===== src/rtl/ebpc_pkg.sv =====
// Shared EBPC decoder package: sizing constants, arbiter state type
// and a small modulo helper used for round-robin pointer arithmetic.
package ebpc_pkg;

   localparam int unsigned LOG_MAX_WORDS = 8;
   localparam int unsigned DATA_W        = 8;

   typedef enum logic [1:0] {
      ARB_IDLE   = 2'd0,
      ARB_ISSUE  = 2'd1,
      ARB_ACTIVE = 2'd2
   } arb_state_e;

   function automatic int unsigned rr_wrap(
      input int unsigned base,
      input int unsigned off,
      input int unsigned n
   );
      return (base + off) % n;
   endfunction

endpackage


===== src/rtl/ebpc_job_arbiter_if.sv =====
// Job arbiter bundle: requester jobs, decoder num_words handshake,
// decoder output monitor and grant/completion status.
interface ebpc_job_arbiter_if #(
   parameter int unsigned N_REQ = 2,
   parameter int unsigned ID_W  = (N_REQ > 1) ? $clog2(N_REQ) : 1
) ();
   import ebpc_pkg::*;

   logic [N_REQ-1:0][LOG_MAX_WORDS-1:0] req_num_words_i;
   logic [N_REQ-1:0]                    req_vld_i;
   logic [N_REQ-1:0]                    req_rdy_o;
   logic [LOG_MAX_WORDS-1:0]            dec_num_words_o;
   logic                                dec_num_words_vld_o;
   logic                                dec_num_words_rdy_i;
   logic                                mon_vld_i;
   logic                                mon_rdy_i;
   logic                                mon_last_i;
   logic [ID_W-1:0]                     owner_o;
   logic                                busy_o;
   logic                                done_o;
   logic [ID_W-1:0]                     done_id_o;
`ifdef EBPC_ARB_LEN_CHECK_EN
   logic                                len_err_o;
`endif

   modport master (
      output req_num_words_i, req_vld_i,
      output dec_num_words_rdy_i,
      output mon_vld_i, mon_rdy_i, mon_last_i,
      input  req_rdy_o, dec_num_words_o,
      input  dec_num_words_vld_o,
      input  owner_o, busy_o, done_o, done_id_o
`ifdef EBPC_ARB_LEN_CHECK_EN
      , input len_err_o
`endif
   );

   modport slave (
      input  req_num_words_i, req_vld_i,
      input  dec_num_words_rdy_i,
      input  mon_vld_i, mon_rdy_i, mon_last_i,
      output req_rdy_o, dec_num_words_o,
      output dec_num_words_vld_o,
      output owner_o, busy_o, done_o, done_id_o
`ifdef EBPC_ARB_LEN_CHECK_EN
      , output len_err_o
`endif
   );

endinterface


===== src/rtl/rr_arb_sel.sv =====
// Round-robin selector: first asserted request at or after ptr_i,
// wrapping modulo N_REQ. Purely combinational.
module rr_arb_sel
   import ebpc_pkg::*;
#(
   parameter int unsigned N_REQ = 2,
   parameter int unsigned ID_W  = (N_REQ > 1) ? $clog2(N_REQ) : 1
) (
   input  logic [N_REQ-1:0] req_i,
   input  logic [ID_W-1:0]  ptr_i,
   output logic             vld_o,
   output logic [ID_W-1:0]  idx_o
);

   int unsigned k;

   // scan from the pointer, first hit wins
   always_comb begin
      vld_o = 1'b0;
      idx_o = '0;
      k     = 0;
      for (int unsigned i = 0; i < N_REQ; i++) begin
         k = rr_wrap(32'(ptr_i), i, N_REQ);
         if (!vld_o && req_i[k[ID_W-1:0]]) begin
            vld_o = 1'b1;
            idx_o = k[ID_W-1:0];
         end
      end
   end

endmodule


===== src/rtl/ebpc_job_arbiter.sv =====
// Shares one EBPC decoder among N_REQ requesters, one job in flight.
// Optional length check enabled by defining EBPC_ARB_LEN_CHECK_EN.
module ebpc_job_arbiter
   import ebpc_pkg::*;
#(
   parameter int unsigned N_REQ = 2,
   parameter int unsigned ID_W  = (N_REQ > 1) ? $clog2(N_REQ) : 1
) (
   input logic          clk_i,
   input logic          rst_ni,
   ebpc_job_arbiter_if.slave bus
);

   arb_state_e               state_q;
   logic [ID_W-1:0]          rr_ptr_q;
   logic [ID_W-1:0]          owner_q;
   logic [LOG_MAX_WORDS-1:0] len_q;
   logic [ID_W-1:0]          sel_idx;
   logic                     sel_vld;
   logic                     grant;
   logic                     last_beat;
`ifdef EBPC_ARB_LEN_CHECK_EN
   logic [LOG_MAX_WORDS:0]   cnt_q;
   logic                     beat;
`endif

   rr_arb_sel #(
      .N_REQ (N_REQ),
      .ID_W  (ID_W)
   ) u_sel (
      .req_i (bus.req_vld_i),
      .ptr_i (rr_ptr_q),
      .vld_o (sel_vld),
      .idx_o (sel_idx)
   );

   // rdy must pair with vld in the same cycle; held low while in reset
   assign grant     = rst_ni && sel_vld && (state_q == ARB_IDLE);
   assign last_beat = (state_q == ARB_ACTIVE) && bus.mon_vld_i
                      && bus.mon_rdy_i && bus.mon_last_i;

   // one-hot ready toward the granted requester only
   always_comb begin
      bus.req_rdy_o = '0;
      if (grant) bus.req_rdy_o[sel_idx] = 1'b1;
   end

   assign bus.dec_num_words_o     = len_q;
   assign bus.dec_num_words_vld_o = (state_q == ARB_ISSUE);
   assign bus.owner_o             = grant ? sel_idx : owner_q;
   assign bus.busy_o              = (state_q != ARB_IDLE);
   assign bus.done_o              = last_beat;
   assign bus.done_id_o           = owner_q;

`ifdef EBPC_ARB_LEN_CHECK_EN
   assign beat          = bus.mon_vld_i && bus.mon_rdy_i;
   assign bus.len_err_o = last_beat && (cnt_q != {1'b0, len_q});
`endif

   // job FSM: grant, issue length, wait for the last output beat
   always_ff @(posedge clk_i or negedge rst_ni) begin
      if (!rst_ni) begin
         state_q  <= ARB_IDLE;
         rr_ptr_q <= '0;
         owner_q  <= '0;
         len_q    <= '0;
`ifdef EBPC_ARB_LEN_CHECK_EN
         cnt_q    <= '0;
`endif
      end else begin
         unique case (state_q)
            ARB_IDLE: begin
               if (sel_vld) begin
                  owner_q <= sel_idx;
                  len_q   <= bus.req_num_words_i[sel_idx];
                  state_q <= ARB_ISSUE;
               end
            end
            ARB_ISSUE: begin
               if (bus.dec_num_words_rdy_i) begin
                  state_q <= ARB_ACTIVE;
`ifdef EBPC_ARB_LEN_CHECK_EN
                  cnt_q   <= '0;
`endif
               end
            end
            ARB_ACTIVE: begin
`ifdef EBPC_ARB_LEN_CHECK_EN
               if (beat && (cnt_q != '1)) cnt_q <= cnt_q + 1'b1;
`endif
               if (last_beat) begin
                  rr_ptr_q <= ID_W'(rr_wrap(32'(owner_q), 1, N_REQ));
                  state_q  <= ARB_IDLE;
               end
            end
            default: state_q <= ARB_IDLE;
         endcase
      end
   end

endmodule


===== src/flat_wrapper.sv =====
// flat-port wrapper written by rule: the top's interface ports become plain ports
module ebpc_job_arbiter_flat import ebpc_pkg::*;
#(
   parameter int unsigned N_REQ = 2,
   parameter int unsigned ID_W  = (N_REQ > 1) ? $clog2(N_REQ) : 1
)
  (clk_i, rst_ni, bus_req_num_words_i, bus_req_vld_i, bus_dec_num_words_rdy_i, bus_mon_vld_i, bus_mon_rdy_i, bus_mon_last_i, bus_req_rdy_o, bus_dec_num_words_o, bus_dec_num_words_vld_o, bus_owner_o, bus_busy_o, bus_done_o, bus_done_id_o);
  ebpc_job_arbiter_if #(.N_REQ(N_REQ), .ID_W(ID_W)) bus_i ();
  input logic clk_i;
  input logic rst_ni;
  input wire logic [$bits(bus_i.req_num_words_i)-1:0] bus_req_num_words_i;
  input wire logic [$bits(bus_i.req_vld_i)-1:0] bus_req_vld_i;
  input wire logic [$bits(bus_i.dec_num_words_rdy_i)-1:0] bus_dec_num_words_rdy_i;
  input wire logic [$bits(bus_i.mon_vld_i)-1:0] bus_mon_vld_i;
  input wire logic [$bits(bus_i.mon_rdy_i)-1:0] bus_mon_rdy_i;
  input wire logic [$bits(bus_i.mon_last_i)-1:0] bus_mon_last_i;
  output wire logic [$bits(bus_i.req_rdy_o)-1:0] bus_req_rdy_o;
  output wire logic [$bits(bus_i.dec_num_words_o)-1:0] bus_dec_num_words_o;
  output wire logic [$bits(bus_i.dec_num_words_vld_o)-1:0] bus_dec_num_words_vld_o;
  output wire logic [$bits(bus_i.owner_o)-1:0] bus_owner_o;
  output wire logic [$bits(bus_i.busy_o)-1:0] bus_busy_o;
  output wire logic [$bits(bus_i.done_o)-1:0] bus_done_o;
  output wire logic [$bits(bus_i.done_id_o)-1:0] bus_done_id_o;
  assign bus_i.req_num_words_i = bus_req_num_words_i;
  assign bus_i.req_vld_i = bus_req_vld_i;
  assign bus_i.dec_num_words_rdy_i = bus_dec_num_words_rdy_i;
  assign bus_i.mon_vld_i = bus_mon_vld_i;
  assign bus_i.mon_rdy_i = bus_mon_rdy_i;
  assign bus_i.mon_last_i = bus_mon_last_i;
  assign bus_req_rdy_o = bus_i.req_rdy_o;
  assign bus_dec_num_words_o = bus_i.dec_num_words_o;
  assign bus_dec_num_words_vld_o = bus_i.dec_num_words_vld_o;
  assign bus_owner_o = bus_i.owner_o;
  assign bus_busy_o = bus_i.busy_o;
  assign bus_done_o = bus_i.done_o;
  assign bus_done_id_o = bus_i.done_id_o;
  ebpc_job_arbiter #(.N_REQ(N_REQ), .ID_W(ID_W)) u_core (.clk_i(clk_i), .rst_ni(rst_ni), .bus(bus_i));
endmodule

===== config.mk =====
export PLATFORM = sky130hd
export DESIGN_NAME = ebpc_job_arbiter_flat
export DESIGN_NICKNAME = d
export VERILOG_FILES = /design/src/rtl/ebpc_pkg.sv /design/src/rtl/ebpc_job_arbiter_if.sv /design/src/rtl/rr_arb_sel.sv /design/src/rtl/ebpc_job_arbiter.sv /design/src/flat_wrapper.sv
export SDC_FILE = /design/constraint.sdc
export NUM_CORES = 1
export LEC_CHECK = 0
export CAP_MARGIN = 20
export CORE_MARGIN = 8
export CORE_UTILIZATION = 40
export CTS_BUF_LIST = sky130_fd_sc_hd__clkbuf_2
export DETAILED_ROUTE_END_ITERATION = 8
export GPL_TIMING_DRIVEN = 0
export HOLD_SLACK_MARGIN = 0.1
export PLACE_DENSITY_LB_ADDON = 0.2
export SYNTH_ARGS = -nofsm -noshare
export SYNTH_HDL_FRONTEND = slang
export SYNTH_SLANG_ARGS = --single-unit
export TNS_END_PERCENT = 20

===== constraint.sdc =====
create_clock -name clk_i -period 2.8 [get_ports clk_i]
set_clock_uncertainty 0.2 [all_clocks]
set_input_delay 0.28 -clock clk_i [delete_from_list [all_inputs] [get_ports clk_i]]
set_output_delay 0.28 -clock clk_i [all_outputs]
set_load 0.1 [all_outputs]

### Yosys cells after proc, flatten, opt, wreduce, memory -nomap -nowiden

Index checks and enable logic that the tools add are counted.

* shift operators: 0
* $add $sub $neg: 2
* multipliers: 0
* equality and inequality tests: 5
* divide/modulo/power cells: 0
* bitwise gates (word level): 0
* reductions and logical operators: 13
* muxes and demuxes: 18
* magnitude comparators: 4

Operator list (number)
* 2-to-1 mux 8 bit: 2
* 2-to-1 mux 1 bit: 10
* 2-to-1 mux 2 bit: 4
* logical AND 1 bit: 7
* < comparator 1 x 2 -> 1 bit (second input constant): 3
* one-hot mux 2 bit (3 select lines): 1
* != test 2 bit (second input constant): 2
* AND reduction 2 bit: 2
* AND reduction 3 bit: 1
* adder 1 bit (second input constant): 2
* equality test 2 x 1 -> 1 bit (second input constant): 1
* equality test 2 bit (second input constant): 1
* logical NOT 2 bit: 1
* != test 2 x 1 -> 1 bit (second input constant): 1
* nonzero test 2 bit: 1
* demux 1 bit (select 1 bit): 1
* greater-or-equal comparator 1 bit (second input constant): 1
* logical NOT 1 bit: 1

* register bits: 12
* memories: 0
* memory bits (read-only): 0
* bits in latches: 0
* RAM bits: 0

### Longest topological paths before layout

* word-level depth: 11
* mapped depth: 5
* gate-level depth less buffers: 3

### By module

A second synthesis with hierarchy kept.

* cell total of the unflattened synthesis: 59
* area total of the unflattened synthesis: 630.6 um^2

Modules (own cells, without submodules)
* ebpc_job_arbiter: times used 1, area an instance 613.1 um^2, cells each 56
* rr_arb_sel: times used 1, area an instance 17.5 um^2, cells each 3

### Worst setup path after synthesis

OpenSTA, ideal clock, no wires.

* path type: in2out
* start point: input port bus_req_vld_i[1]
* end point: output port bus_req_rdy_o[1]
* cell stages on the path: 5
* slack: -0.422 ns
* data required time: 2.320 ns
* data arrival time: 2.742 ns
* cell sequence: buf_6 -> or2_4 -> buf_6 -> nand3_4 -> nor3_1

* cells in the longest elaborated chain, start to end: 11

Ends and longest elaborated chain
* from (decl): line flat_wrapper.sv:12 `input wire logic [$bits(bus_i.req_vld_i)-1:0] bus_req_vld_i;`
* 2-to-1 mux 1 bit (not written as such) (2 in series): line rr_arb_sel.sv:24 `if (!vld_o && req_i[k[ID_W-1:0]]) begin`
* 2-to-1 mux 1 bit: line rr_arb_sel.sv:24
* logical NOT 1 bit: line rr_arb_sel.sv:24
* logical AND 1 bit: line rr_arb_sel.sv:24
* 2-to-1 mux 1 bit: line rr_arb_sel.sv:24
* < comparator 1 x 2 -> 1 bit (not written as such) / greater-or-equal comparator 1 bit (equally long branches): line ebpc_job_arbiter.sv:45 `if (grant) bus.req_rdy_o[sel_idx] = 1'b1;`
* logical AND 1 bit (not written as such): line ebpc_job_arbiter.sv:45
* 2-to-1 mux 1 bit (not written as such): line ebpc_job_arbiter.sv:45
* demux 1 bit (select 1 bit)
* 2-to-1 mux 2 bit *: line ebpc_job_arbiter.sv:45
* to (decl): line flat_wrapper.sv:17 `output wire logic [$bits(bus_i.req_rdy_o)-1:0] bus_req_rdy_o;`

Every way passes the cells marked *; elsewhere a longest branch is shown, timed or not. The select of a mux whose other input is x is not followed.

### Worst setup path in the final report

* start point: input port bus_req_vld_i[1]
* end point: output port bus_owner_o

* cells in the longest elaborated chain, start to end: 9

Ends and longest elaborated chain
* 2-to-1 mux 1 bit (not written as such) (2 in series): line rr_arb_sel.sv:24
* 2-to-1 mux 1 bit: line rr_arb_sel.sv:24
* logical NOT 1 bit: line rr_arb_sel.sv:24
* logical AND 1 bit: line rr_arb_sel.sv:24
* 2-to-1 mux 1 bit: line rr_arb_sel.sv:24
* logical AND 1 bit (2 in series): line ebpc_job_arbiter.sv:38 `assign grant = rst_ni && sel_vld && (state_q == ARB_IDLE);`
* 2-to-1 mux 1 bit *: line ebpc_job_arbiter.sv:50 `assign bus.owner_o = grant ? sel_idx : owner_q;`
* to (decl): line flat_wrapper.sv:20 `output wire logic [$bits(bus_i.owner_o)-1:0] bus_owner_o;`

Marked as above.

==> metrics.cfg <==
[run_status]
outcome=finished, final reports clean

[worst_setup_path]
rr_endpoint=u_core.bus.dec_num_words_o[1]$_DFFE_PN0P_
worstRegToRegCells=4
cp.required_ns=2.32
r2r_slack_ns=1.38
crit_arrival_ns=2.25
timing.setup.critical_path_class=input port to primary output
timing.critical_path.fanout_max=10
category_of_the_worst_setup_path_launch_point=input port
setup.worst_path.end_class=primary output
r2r-start=u_core.state_q[1]$_DFFE_PN0P_

[timing]
report.final.hold_viol_count=0
slew_headroom=0.332
setup_viol_count_final=0
finalCritPeriodShare=0.973
timing.hold.ws_ns=0.183
max_freq_mhz=367
tightestPinTransition_ns=0.998
timing_max_transition_violations_final=0
rsz_0062_raised_after_global_routing=false
final_period_minus_worst_setup_slack_ns=2.73

[hold_path]
hold_path_class=input port to async pin

[finish]
final_layout_size_suffix_gt1_frac=0.148
nNetsFinal=141
diodes=0
final.fill_count=139
areaGrowthSynthToFinish_pct=63.0
multiInputGateArea_um2=322
sequential_cell_area_um2=300
final_cell_area_um2=1100

[die]
initial_core_util=0.409
die_width_um=57.1
die_height_um=57.1
rows=15
core_area_um2=1650
floorplan.die_area_um2=3260
ios=39

[clock_network]
cts.clk_slew.worst_paths_ns=0.12
h_tree_depth=1
clock_tree_from_tritoncts=done
clk_root_buffer_cell=clkbuf_2
bufs_on_longest_clock_path=2
source_to_sink_clock_delay_at_the_later_pin_of_the_worst_skew_pair_ns=0.28
post_cts_buffers=0
cts_inserted_buffers=3
clkSinkCount=12

[place]
place_hpwl_um=1630
port-buffer-count=37
place_congestion=0.773
dpl_cell_area_um2=1070

[route]
wl_per_cell_um=16.2
route.vias.total=713
antenna_violating_nets_left=0
vias_per_cell=5.40
drt_first_pass_iters=4
drt_wl_total_um=2130
drc=0
dr.first_iter.drc_count=10

[logic_synthesis]
synth-seq-cells=12
synth.top_cells.by_count=12 x dfrtp_1, 9 x nand3_1, 9 x o21ai_0, 8 x a21oi_1, 8 x a31oi_1
syn_area_per_cell_um2=9.13
yosys_warnings=0
yosys-top-cells-area=dfrtp_1 44%, a31oi_1 7.4%, nand3_1 6.7%
number_of_enable_type_register_cells_in_the_synthesized_netlist=0
synthesis.area_um2=676
dominantRegCellSynth=dfrtp_1
library_cell_with_the_largest_summed_area_after_synthesis=dfrtp_1
postSynthNetCount=98
synthDominantCellAreaShare=0.444
post_synth_cell_types=23
synth_async_sr_flop_share=1.00
post_synthesis_cells=74
sequential_cell_area_fraction_in_the_yosys_report=0.444
yosysMostFrequentCell=dfrtp_1

[global_routing]
grt_start_max_net_pins=14
grt_first_pass_wirelength_um=3650
grtUsageTotal=0.140
number_of_global_route_vias_before_repair=740
grt-ovfl-total=0
grt_antenna_before_repair=0

[job]
drv.max_cap_violation_count=0

-- how the worst max path moves through the flow --
stage,start,end,slack [ns],cells past startpoint
final,bus_req_vld_i[1],bus_owner_o,0.07,7
after CTS,bus_req_vld_i[1],bus_owner_o,0.07,7
after global routing,bus_req_vld_i[1],bus_owner_o,0.03,7
after floorplan,bus_req_vld_i[1],bus_req_rdy_o[0],0.35,5
after detailed placement,rst_ni,bus_owner_o,-0.40,4
after global placement,rst_ni,bus_owner_o,-0.39,4
-- cell usage in the layout (no fill, tap or decap), types with 2 or more instances in the layout --
| master | n |
|---|---|
| a21oi_1 | 8 |
| a31oi_1 | 8 |
| buf_2 | 2 |
| buf_6 | 3 |
| clkbuf_2 | 3 |
| clkdlybuf4s15_2 | 3 |
| clkdlybuf4s50_1 | 34 |
| dfrtp_1 | 12 |
| inv_1 | 3 |
| nand2b_1 | 3 |
| nand3_1 | 9 |
| nor2_1 | 3 |
| nor2b_1 | 2 |
| o21ai_0 | 9 |
-- routing by layer --
metal,GRT usage,wire (um),up-vias
li1,-,-,351
met3,0.0466,141,5
met1,0.161,870,332
met5,0,0,-
met4,0.0705,42,0
met2,0.223,1080,25
-- cells by family (layout without fill, tap and decap cells) --
group	Yosys count	in the layout	synth area share
AOI/OAI and AO/OA	29	29	0.243
and+or+nand+nor	23	23	0.204
DFF	12	12	0.444
buffers and inverters	9	50	0.0870
muxes	1	1	0.0222
-- worst max-delay path, cell delays in order --
cell and delay, ns:
dlygate4sd3_1 0.56, buf_6 0.15, or2_4 0.25, buf_6 0.14, nand3_4 0.09, mux2_4 0.31, clkdlybuf4s15_2 0.46
-- per-stage QoR --
step	TNS [ns]	instances	util	setup slack, ns
3_5_place_dp	-1.10	128	0.649	-0.401
2_1_floorplan	0	74	-	0.350
5_1_grt	0	132	0.667	0.0298
4_1_cts	0	132	0.667	0.0663
6_report	0	132	0.667	0.0747
3_3_place_gp	-1.01	128	0.649	-0.393
-- cell type report --
type | instances | area share
multi-input combinational | 53 | 0.292
tap | 17 | 0.0193
sequential | 12 | 0.273
timing repair buffer | 38 | 0.349
clock buffer | 3 | 0.0136
buffer | 6 | 0.0432
inverter | 3 | 0.0102
-- sequential cells by signal, indices dropped and copies added (netlist names) --
signal,flops
u_core.bus.done_id_o,1
u_core.rr_ptr_q,1
u_core.bus.dec_num_words_o,8
u_core.state_q,2
-- timing repair --
| item | 4_1_cts | 5_1_grt |
|---|---|---|
| hold buffers | 1 | 0 |
| gates resized for setup | 9 | 0 |
| endpoints found under the hold margin | 8 | 0 |
| setup endpoints to repair | 3 | 0 |
Power is left out: the tool's default activity adds up to more than one toggle a clock period on the data nets, which glitch-free logic cannot reach.
